`config.mk`:
```
export PLATFORM = sky130hd
export DESIGN_NAME = computational_unit_p
export DESIGN_NICKNAME = d
export VERILOG_FILES = /design/src/rtl/computational_unit_p.sv
export SDC_FILE = /design/constraint.sdc
export NUM_CORES = 1
export LEC_CHECK = 0
export CAP_MARGIN = 20
export CORE_MARGIN = 8
export CORE_UTILIZATION = 64
export CTS_CLUSTER_DIAMETER = 30
export CTS_CLUSTER_SIZE = 12
export DETAILED_ROUTE_END_ITERATION = 12
export DONT_BUFFER_PORTS = 1
export PLACE_DENSITY = 0.81
export SYNTH_ARGS = -nofsm -noshare
export SYNTH_HDL_FRONTEND = slang
export SYNTH_SLANG_ARGS = --single-unit
```
`constraint.sdc`:
```
create_clock -name clk -period 3.4 [get_ports clk]
set_input_delay 0.51 -clock clk [delete_from_list [all_inputs] [get_ports clk]]
set_output_delay 0.51 -clock clk [all_outputs]
set_load 0.005 [all_outputs]
```
`src/rtl/computational_unit_p.sv`:
```
// computational_unit_p
//   Register file, bus multiplexer and ALU for a small nibble-coded processor.
//   data_bus selects one of the registers, data memory, the immediate nibble or
//   the input pins.  The ALU writes r, r_eq_0 (mirrored on zero_flag) and
//   carry_flag.
//
//   Build option: define CU_SEQ_MULT_EN to include a shift-add multiplier
//   (opcodes x011 = high half, x100 = low half).  It runs for DATA_W cycles
//   with busy high.  Without the macro, the multiply opcodes are no-ops and
//   busy is tied low.
//
// Ports
//   clk, sync_reset          clock, synchronous active-high reset
//   nibble_ir[3:0]           ALU opcode / immediate value
//   source_sel[3:0]          data_bus source select
//   reg_en[8:0]              load enables: x0,x1,y0,y1,r(ALU),m,i,-,o_reg
//   x_sel, y_sel, i_sel      operand selects, index increment select
//   dm, i_pins               data memory / pin inputs
//   data_bus                 selected bus value
//   x0,x1,y0,y1,r,m,i,o_reg  register contents
//   r_eq_0, zero_flag        result-is-zero flag (registered)
//   carry_flag               add carry / subtract borrow
//   busy                     multiply in progress
module computational_unit_p #(
  parameter int DATA_W = 4
) (
  input  logic              clk,
  input  logic              sync_reset,
  input  logic [3:0]        nibble_ir,
  input  logic [3:0]        source_sel,
  input  logic [8:0]        reg_en,
  input  logic              x_sel,
  input  logic              y_sel,
  input  logic              i_sel,
  input  logic [DATA_W-1:0] dm,
  input  logic [DATA_W-1:0] i_pins,
  output logic [DATA_W-1:0] data_bus,
  output logic [DATA_W-1:0] x0,
  output logic [DATA_W-1:0] x1,
  output logic [DATA_W-1:0] y0,
  output logic [DATA_W-1:0] y1,
  output logic [DATA_W-1:0] r,
  output logic [DATA_W-1:0] m,
  output logic [DATA_W-1:0] i,
  output logic [DATA_W-1:0] o_reg,
  output logic              r_eq_0,
  output logic              zero_flag,
  output logic              carry_flag,
  output logic              busy
);

  logic [DATA_W-1:0] nib_ext;
  logic [DATA_W-1:0] x, y;
  logic [DATA_W:0]   sum, diff;
  logic [DATA_W-1:0] alu_res;
  logic              alu_wr;
  logic              carry_wr;
  logic              carry_val;
  logic              is_mul;
  logic              mul_hi;
  logic              do_single;

  always_comb begin
    nib_ext      = '0;
    nib_ext[3:0] = nibble_ir;
  end

  always_comb begin
    case (source_sel)
      4'd0:    data_bus = x0;
      4'd1:    data_bus = x1;
      4'd2:    data_bus = y0;
      4'd3:    data_bus = y1;
      4'd4:    data_bus = r;
      4'd5:    data_bus = m;
      4'd6:    data_bus = i;
      4'd7:    data_bus = dm;
      4'd8:    data_bus = nib_ext;
      4'd9:    data_bus = i_pins;
      default: data_bus = '0;
    endcase
  end

  assign x = x_sel ? x1 : x0;
  assign y = y_sel ? y1 : y0;

  // Single-cycle ALU decode; multiply opcodes are only flagged here and
  // handled by the sequential multiplier.
  always_comb begin
    sum       = {1'b0, x} + {1'b0, y};
    diff      = {1'b0, x} - {1'b0, y};
    alu_res   = r;
    alu_wr    = 1'b0;
    carry_wr  = 1'b0;
    carry_val = carry_flag;
    is_mul    = 1'b0;
    mul_hi    = 1'b0;
    if (nibble_ir == 4'b0000) begin
      alu_res = -x;
      alu_wr  = 1'b1;
    end else if (nibble_ir == 4'b0111) begin
      alu_res = ~x;
      alu_wr  = 1'b1;
    end else if (nibble_ir == 4'b1000 || nibble_ir == 4'b1111) begin
      alu_wr = 1'b0;
    end else begin
      case (nibble_ir[2:0])
        3'b001: begin
          alu_res   = diff[DATA_W-1:0];
          alu_wr    = 1'b1;
          carry_wr  = 1'b1;
          carry_val = diff[DATA_W];
        end
        3'b010: begin
          alu_res   = sum[DATA_W-1:0];
          alu_wr    = 1'b1;
          carry_wr  = 1'b1;
          carry_val = sum[DATA_W];
        end
        3'b011: begin
          is_mul = 1'b1;
          mul_hi = 1'b1;
        end
        3'b100: is_mul = 1'b1;
        3'b101: begin
          alu_res = x ^ y;
          alu_wr  = 1'b1;
        end
        3'b110: begin
          alu_res = x & y;
          alu_wr  = 1'b1;
        end
        default: alu_wr = 1'b0;
      endcase
    end
  end

  assign do_single = reg_en[4] & ~busy & alu_wr;
  assign zero_flag = r_eq_0;

`ifdef CU_SEQ_MULT_EN
  localparam int CW = $clog2(DATA_W) + 1;
  localparam logic ST_IDLE = 1'b0;
  localparam logic ST_MUL  = 1'b1;

  logic                state;
  logic [CW-1:0]       cnt;
  logic [2*DATA_W-1:0] acc, mcand, acc_next;
  logic [DATA_W-1:0]   mplier;
  logic                hi_sel;
  logic                mul_start;
  logic                mul_last;
  logic [DATA_W-1:0]   mul_res;
  logic                unused_bits;

  assign busy      = (state == ST_MUL);
  assign mul_start = reg_en[4] & is_mul & ~busy;
  assign mul_last  = busy & (cnt == CW'(DATA_W - 1));
  assign acc_next  = acc + (mplier[0] ? mcand : '0);
  assign mul_res   = hi_sel ? acc_next[2*DATA_W-1:DATA_W] : acc_next[DATA_W-1:0];
  assign unused_bits = reg_en[7];
`else
  logic unused_bits;
  assign busy        = 1'b0;
  assign unused_bits = ^{reg_en[7], is_mul, mul_hi};
`endif

  always_ff @(posedge clk) begin
    if (sync_reset) begin
      x0         <= '0;
      x1         <= '0;
      y0         <= '0;
      y1         <= '0;
      r          <= '0;
      m          <= '0;
      i          <= '0;
      o_reg      <= '0;
      carry_flag <= 1'b0;
      r_eq_0     <= 1'b1;
`ifdef CU_SEQ_MULT_EN
      state      <= ST_IDLE;
      cnt        <= '0;
      acc        <= '0;
      mcand      <= '0;
      mplier     <= '0;
      hi_sel     <= 1'b0;
`endif
    end else begin
      if (reg_en[0]) x0    <= data_bus;
      if (reg_en[1]) x1    <= data_bus;
      if (reg_en[2]) y0    <= data_bus;
      if (reg_en[3]) y1    <= data_bus;
      if (reg_en[5]) m     <= data_bus;
      if (reg_en[8]) o_reg <= data_bus;
      if (reg_en[6]) i     <= i_sel ? (m + i) : data_bus;

      if (do_single) begin
        r      <= alu_res;
        r_eq_0 <= (alu_res == '0);
        if (carry_wr) carry_flag <= carry_val;
      end

`ifdef CU_SEQ_MULT_EN
      // Operands are copied into private shift registers at start, so later
      // loads of x0..y1 cannot disturb the product.
      if (mul_start) begin
        state  <= ST_MUL;
        cnt    <= '0;
        acc    <= '0;
        mcand  <= {{DATA_W{1'b0}}, x};
        mplier <= y;
        hi_sel <= mul_hi;
      end else if (busy) begin
        acc    <= acc_next;
        mcand  <= mcand << 1;
        mplier <= mplier >> 1;
        cnt    <= cnt + CW'(1);
        if (mul_last) begin
          state  <= ST_IDLE;
          r      <= mul_res;
          r_eq_0 <= (mul_res == '0);
        end
      end
`endif
    end
  end

endmodule

```
=== Yosys cells after proc, flatten, opt, wreduce, memory -nomap -nowiden ===
Cells that the tools add are included.

* Add/subtract/negate cells: 4
* Equality and inequality tests: 16
* Muxes and demuxes: 17
* Bitwise gates (word level): 7
* Reduce and logical (&&, ||, !) cells: 8

{| class="wikitable"
|+ Operators with widths
! cell !! number
|-
| 4-bit one-hot mux with 10 select lines || 1
|-
| 4-bit two-way mux || 6
|-
| 4-bit by 3-bit equality test with 1-bit output, second input constant || 5
|-
| 4-bit equality test, second input constant || 4
|-
| 4-bit one-hot mux with 4 select lines || 1
|-
| 4-bit zero test || 3
|-
| 4-bit by 2-bit equality test with 1-bit output, second input constant || 2
|-
| 1-bit two-way mux || 8
|-
| 3-bit equality test, second input constant || 2
|-
| 6-bit AND reduction || 1
|-
| 4-bit by 4-bit adder with 5-bit output || 1
|-
| 4-bit by 4-bit subtractor with 5-bit output || 1
|-
| 4-bit adder || 1
|-
| 4-bit AND || 1
|-
| 4-bit by 1-bit equality test with 1-bit output, second input constant || 1
|-
| 4-bit negation || 1
|-
| 4-bit NOT || 1
|-
| 4-bit OR reduction || 1
|-
| 4-bit XOR || 1
|-
| 3-bit by 1-bit equality test with 1-bit output, second input constant || 1
|-
| 3-bit by 2-bit equality test with 1-bit output, second input constant || 1
|-
| 1-bit NOT || 3
|-
| 1-bit one-hot mux with 2 select lines || 1
|-
| 2-bit nonzero test || 1
|-
| other kinds (3) || 3
|}

* Register bits after elaboration: 34
* Output and inout port bits: 40
* Word-level logic and storage cells: 62

=== Longest topological paths before layout ===
* Depth after elaboration: 8
* Mapped depth: 11

=== Least setup slack after synthesis ===
OpenSTA, ideal clock, no wires.

* Kind: input to register
* From: input x_sel
* To: register r_eq_0
* Arrival time: 2.857 ns
* Setup slack: 0.421 ns
* Stages on the path: 10
* Cells stage by stage: clkbuf_1 mux2i_1 inv_1 ha_1 buf_2 or3b_1 a2111oi_0 o31ai_1 and3_1 a311o_1

* Word-level cells in the longest chain between the ends: 7

{| class="wikitable"
|+ RTL lines
! item !! RTL line !! text
|-
| start, declared || 32 || <nowiki>input logic x_sel,</nowiki>
|-
| 4-bit two-way mux * || 84 || <nowiki>assign x = x_sel ? x1 : x0;</nowiki>
|-
| 4-bit by 4-bit adder with 5-bit output (tied with other cells) || 90 || <nowiki>sum = {1'b0, x} + {1'b0, y};</nowiki>
|-
| 4-bit one-hot mux with 4 select lines || 107 || <nowiki>case (nibble_ir[2:0])</nowiki>
|-
| 4-bit two-way mux || 104 || <nowiki>end else if (nibble_ir == 4'b1000 || nibble_ir == 4'b1111) begin</nowiki>
|-
| 4-bit two-way mux || 101 || <nowiki>end else if (nibble_ir == 4'b0111) begin</nowiki>
|-
| 4-bit two-way mux * || 98 || <nowiki>if (nibble_ir == 4'b0000) begin</nowiki>
|-
| 4-bit zero test * || 199 || <nowiki>r_eq_0 <= (alu_res == '0);</nowiki>
|-
| end signal, assigned || 199 ||
|-
| end, declared || 46 || <nowiki>output logic r_eq_0,</nowiki>
|}

Every way passes the cells marked *; elsewhere a longest branch is shown, timed or not.
A chain may end at the register's enable or synchronous reset.

=== Worst setup path in the final report ===
* From: register x1[2]
* To: register r_eq_0

* Word-level cells in the longest chain between the ends: 7

{| class="wikitable"
|+ RTL lines
! item !! RTL line !! text
|-
| start, declared || 39 || <nowiki>output logic [DATA_W-1:0] x1,</nowiki>
|-
| start signal, assigned || 190 || <nowiki>if (reg_en[1]) x1 <= data_bus;</nowiki>
|-
| 4-bit two-way mux * || 84 ||
|-
| 4-bit by 4-bit adder with 5-bit output (tied with other cells) || 90 ||
|-
| 4-bit one-hot mux with 4 select lines || 107 ||
|-
| 4-bit two-way mux || 104 ||
|-
| 4-bit two-way mux || 101 ||
|-
| 4-bit two-way mux * || 98 ||
|-
| 4-bit zero test * || 199 ||
|}

Marked as above.

==> impl_metrics.env <==
export IMPL_drt_initial_drc_count=167
export IMPL_crit_path_start_kind="flip-flop"
export IMPL_ys_flop_type="dfxtp_1"
export IMPL_numCtsBuffers=5
export IMPL_n_antenna_cell=0
export IMPL_via_count=2142
export IMPL_criticalPathCategory="reg -> reg"
export IMPL_leakage_nw=1.090
export IMPL_maxSlewViolCount=0
export IMPL_grtUsageTotal=0.2082
export IMPL_routed_wl_um=6540
export IMPL_synthAdderAreaFrac=0.08342
export IMPL_fin_crit_sh=0.8050
export IMPL_min_path_type="in -> reg"
export IMPL_antenna_found_initial=0
export IMPL_max_clock_path_buffers=2
export IMPL_io_pins=70
export IMPL_slowest_delay_ns=0.43
export IMPL_synthSimpleGateAreaFrac=0.1768
export IMPL_core_area_um2=3885
export IMPL_globalplace_congestion=0.8750
export IMPL_pwr_density_cell_nw_per_um2=441.3
export IMPL_ant_nets=0
export IMPL_syn2layout_area_growth_pct=2.334
export IMPL_synth_compound_area_share=0.2403
export IMPL_cts_setup_buffers=0
export IMPL_finalCriticalPeriod_ns=2.737
export IMPL_grt_pass1_wl_um=10450
export IMPL_vias_per_cell=6.337
export IMPL_die_h_um=78.75
export IMPL_ys_seq_area_frac=0.2701
export IMPL_synth_xor_area_frac=0.02781
export IMPL_place_hpwl_um=4855
export IMPL_final_cell_mix="39 x nor2_1, 34 x dfxtp_1, 26 x a211oi_1"
export IMPL_synth_mux_area_frac=0.1097
export IMPL_htree_levels=2
export IMPL_placed_area_um2=2441
export IMPL_grt_start_max_net_pins=36
export IMPL_fin_total_pwr_mw=1.138
export IMPL_final_common_cell="nor2_1"
export IMPL_critPathCaptureType="flip-flop"
export IMPL_dieArea_um2=6202
export IMPL_path_cells="mux2i_1, inv_1, ha_1, or3b_1, a2111oi_0, o31ai_1, and3_1, a311o_1"
export IMPL_grt_overflow=0
export IMPL_synth_top_family_by_area="compound AO/OA/AOI/OAI gates"
export IMPL_cpMaxStageDelayCell="or3b_1"
export IMPL_synth_area_per_cell_um2=8.129
export IMPL_cts_resized=0
export IMPL_cp_required_ns=3.57
export IMPL_hold_violations=0
export IMPL_synth_fp_nets=355
export IMPL_io_buffers=0
export IMPL_drive_above_1_share=0.05556
export IMPL_rows=23
export IMPL_syn_area_um2=2520
export IMPL_die_x_um=78.75
export IMPL_drt_pass1_iterations=4
export IMPL_synth_edff_count=0
export IMPL_clk_latency_ns=0.28
export IMPL_fmaxAchievable_ghz=0.3654
export IMPL_drc=0
export IMPL_grt_pass1_vias=2012
export IMPL_cts_tree="done"
export IMPL_ys_warn_count=0
export IMPL_clk_pin_slew_ns=0.07
export IMPL_clock_sinks=34
export IMPL_synth_async_reset_ratio=0
export IMPL_peakVddDrop_mv=0.3332
export IMPL_ys_seq_elements=34
export IMPL_rsz0062_at_grt="false"
export IMPL_start_util=0.6486
export IMPL_root_buffer="clkbuf_8"
export IMPL_design_area_um2=2579
export IMPL_setup_viol=0
export IMPL_final_nets=332
export IMPL_cap_violations=0
export IMPL_arrival_ns=2.91
export IMPL_status="complete, no violations"
export IMPL_wl_per_cell_um=19.35
export IMPL_synth_cells=310
export IMPL_skew_ns=0.006872
export IMPL_holdBufCountCts=0
export IMPL_path_max_fanout=8
export IMPL_finalSetupTns_ns=0
export IMPL_synth_cell_type_count=59
[cells by family after synthesis]
group / after synthesis
AND/OR/NAND/NOR: 87
AO/OA/AOI/OAI: 86
buffers and inverters: 52
flip-flops: 34
multiplexers: 27
adder cells (fa/ha/maj): 15
XOR/XNOR: 8
other: 1
[where the power goes]
part / switching [mW] / internal (mW)
combinational: 0.115 / 0.107
clock: 0.151 / 0.294
sequential: 0.0432 / 0.428
total: 0.309 / 0.829
[layout make-up]
class / instances / area, µm²
sequential: 34 / 680.7
multi-input combinational: 224 / 1612
inverter: 21 / 78.83
timing repair buffer: 1 / 7.507
clock buffer: 5 / 68.82
clock inverter: 3 / 68.82
fill: 317 / 1306
tap: 50 / 62.56
[path summary, 6_finish.rpt]
kind	endpoint	slack [ns]	depth (start not counted)	from
max	r_eq_0$_SDFFE_PP1P_	0.66	8	x1[2]$_SDFFE_PP0P_
min	i[3]$_SDFFE_PP0P_	0.29	1	sync_reset
max reg2reg	r_eq_0$_SDFFE_PP1P_	0.66	8	x1[2]$_SDFFE_PP0P_
min reg2reg	o_reg[1]$_SDFFE_PP0P_	0.50	2	o_reg[1]$_SDFFE_PP0P_
[metal layers]
metal,wire length [µm],global-route usage,part of all wire,vias to the layer above
met5,0,0,0,-
met4,121,0.06111,0.019,0
met3,729,0.07111,0.11,10
met2,2945,0.3198,0.45,85
met1,2744,0.2695,0.42,991
li1,-,-,-,1056
[Yosys cell counts (3+ instances only)]
cell type,number,share of area
nor2_1,39,0.058
dfxtp_1,34,0.27
a211oi_1,26,0.077
mux2i_1,22,0.087
inv_1,21,0.031
a21oi_1,17,0.034
clkbuf_1,13,0.019
buf_2,12,0.024
ha_1,12,0.060
nand2_1,8,0.012
nand3_1,7,0.014
nor2b_1,7,0.017
o21ai_0,7,0.014
xnor2_1,6,0.021
mux2_2,5,0.022
a221oi_1,4,0.014
a22oi_1,4,0.012
and2_1,4,0.0099
and3_1,3,0.0074
fa_1,3,0.024
nand2b_1,3,0.0074
o22ai_1,3,0.0074
o31ai_1,3,0.0089
[stage by stage]
| step | instances | util | setup slack [ns] | hold WS (ns) |
|---|---|---|---|---|
| 2_1_floorplan | 310 | - | 0.4207 | 0.4783 |
| 3_3_place_gp | 330 | 0.6283 | 0.5260 | 0.4904 |
| 3_5_place_dp | 330 | 0.6283 | 0.5100 | 0.4965 |
| 4_1_cts | 338 | 0.6638 | 0.6506 | 0.2878 |
| 5_1_grt | 338 | 0.6638 | 0.3843 | 0.2769 |
| 6_report | 338 | 0.6638 | 0.6629 | 0.2885 |
[worst max-delay path, delay by kind of cell (launching register included)]
family / cells / cell delay, ns
buffers and inverters: 1 / 0.14
multiplexers: 1 / 0.29
adder cells (fa/ha/maj): 1 / 0.42
AO/OA/AOI/OAI: 3 / 0.80
flip-flops: 1 / 0.38
AND/OR/NAND/NOR: 2 / 0.60
(Power assumes the default switching activity.)
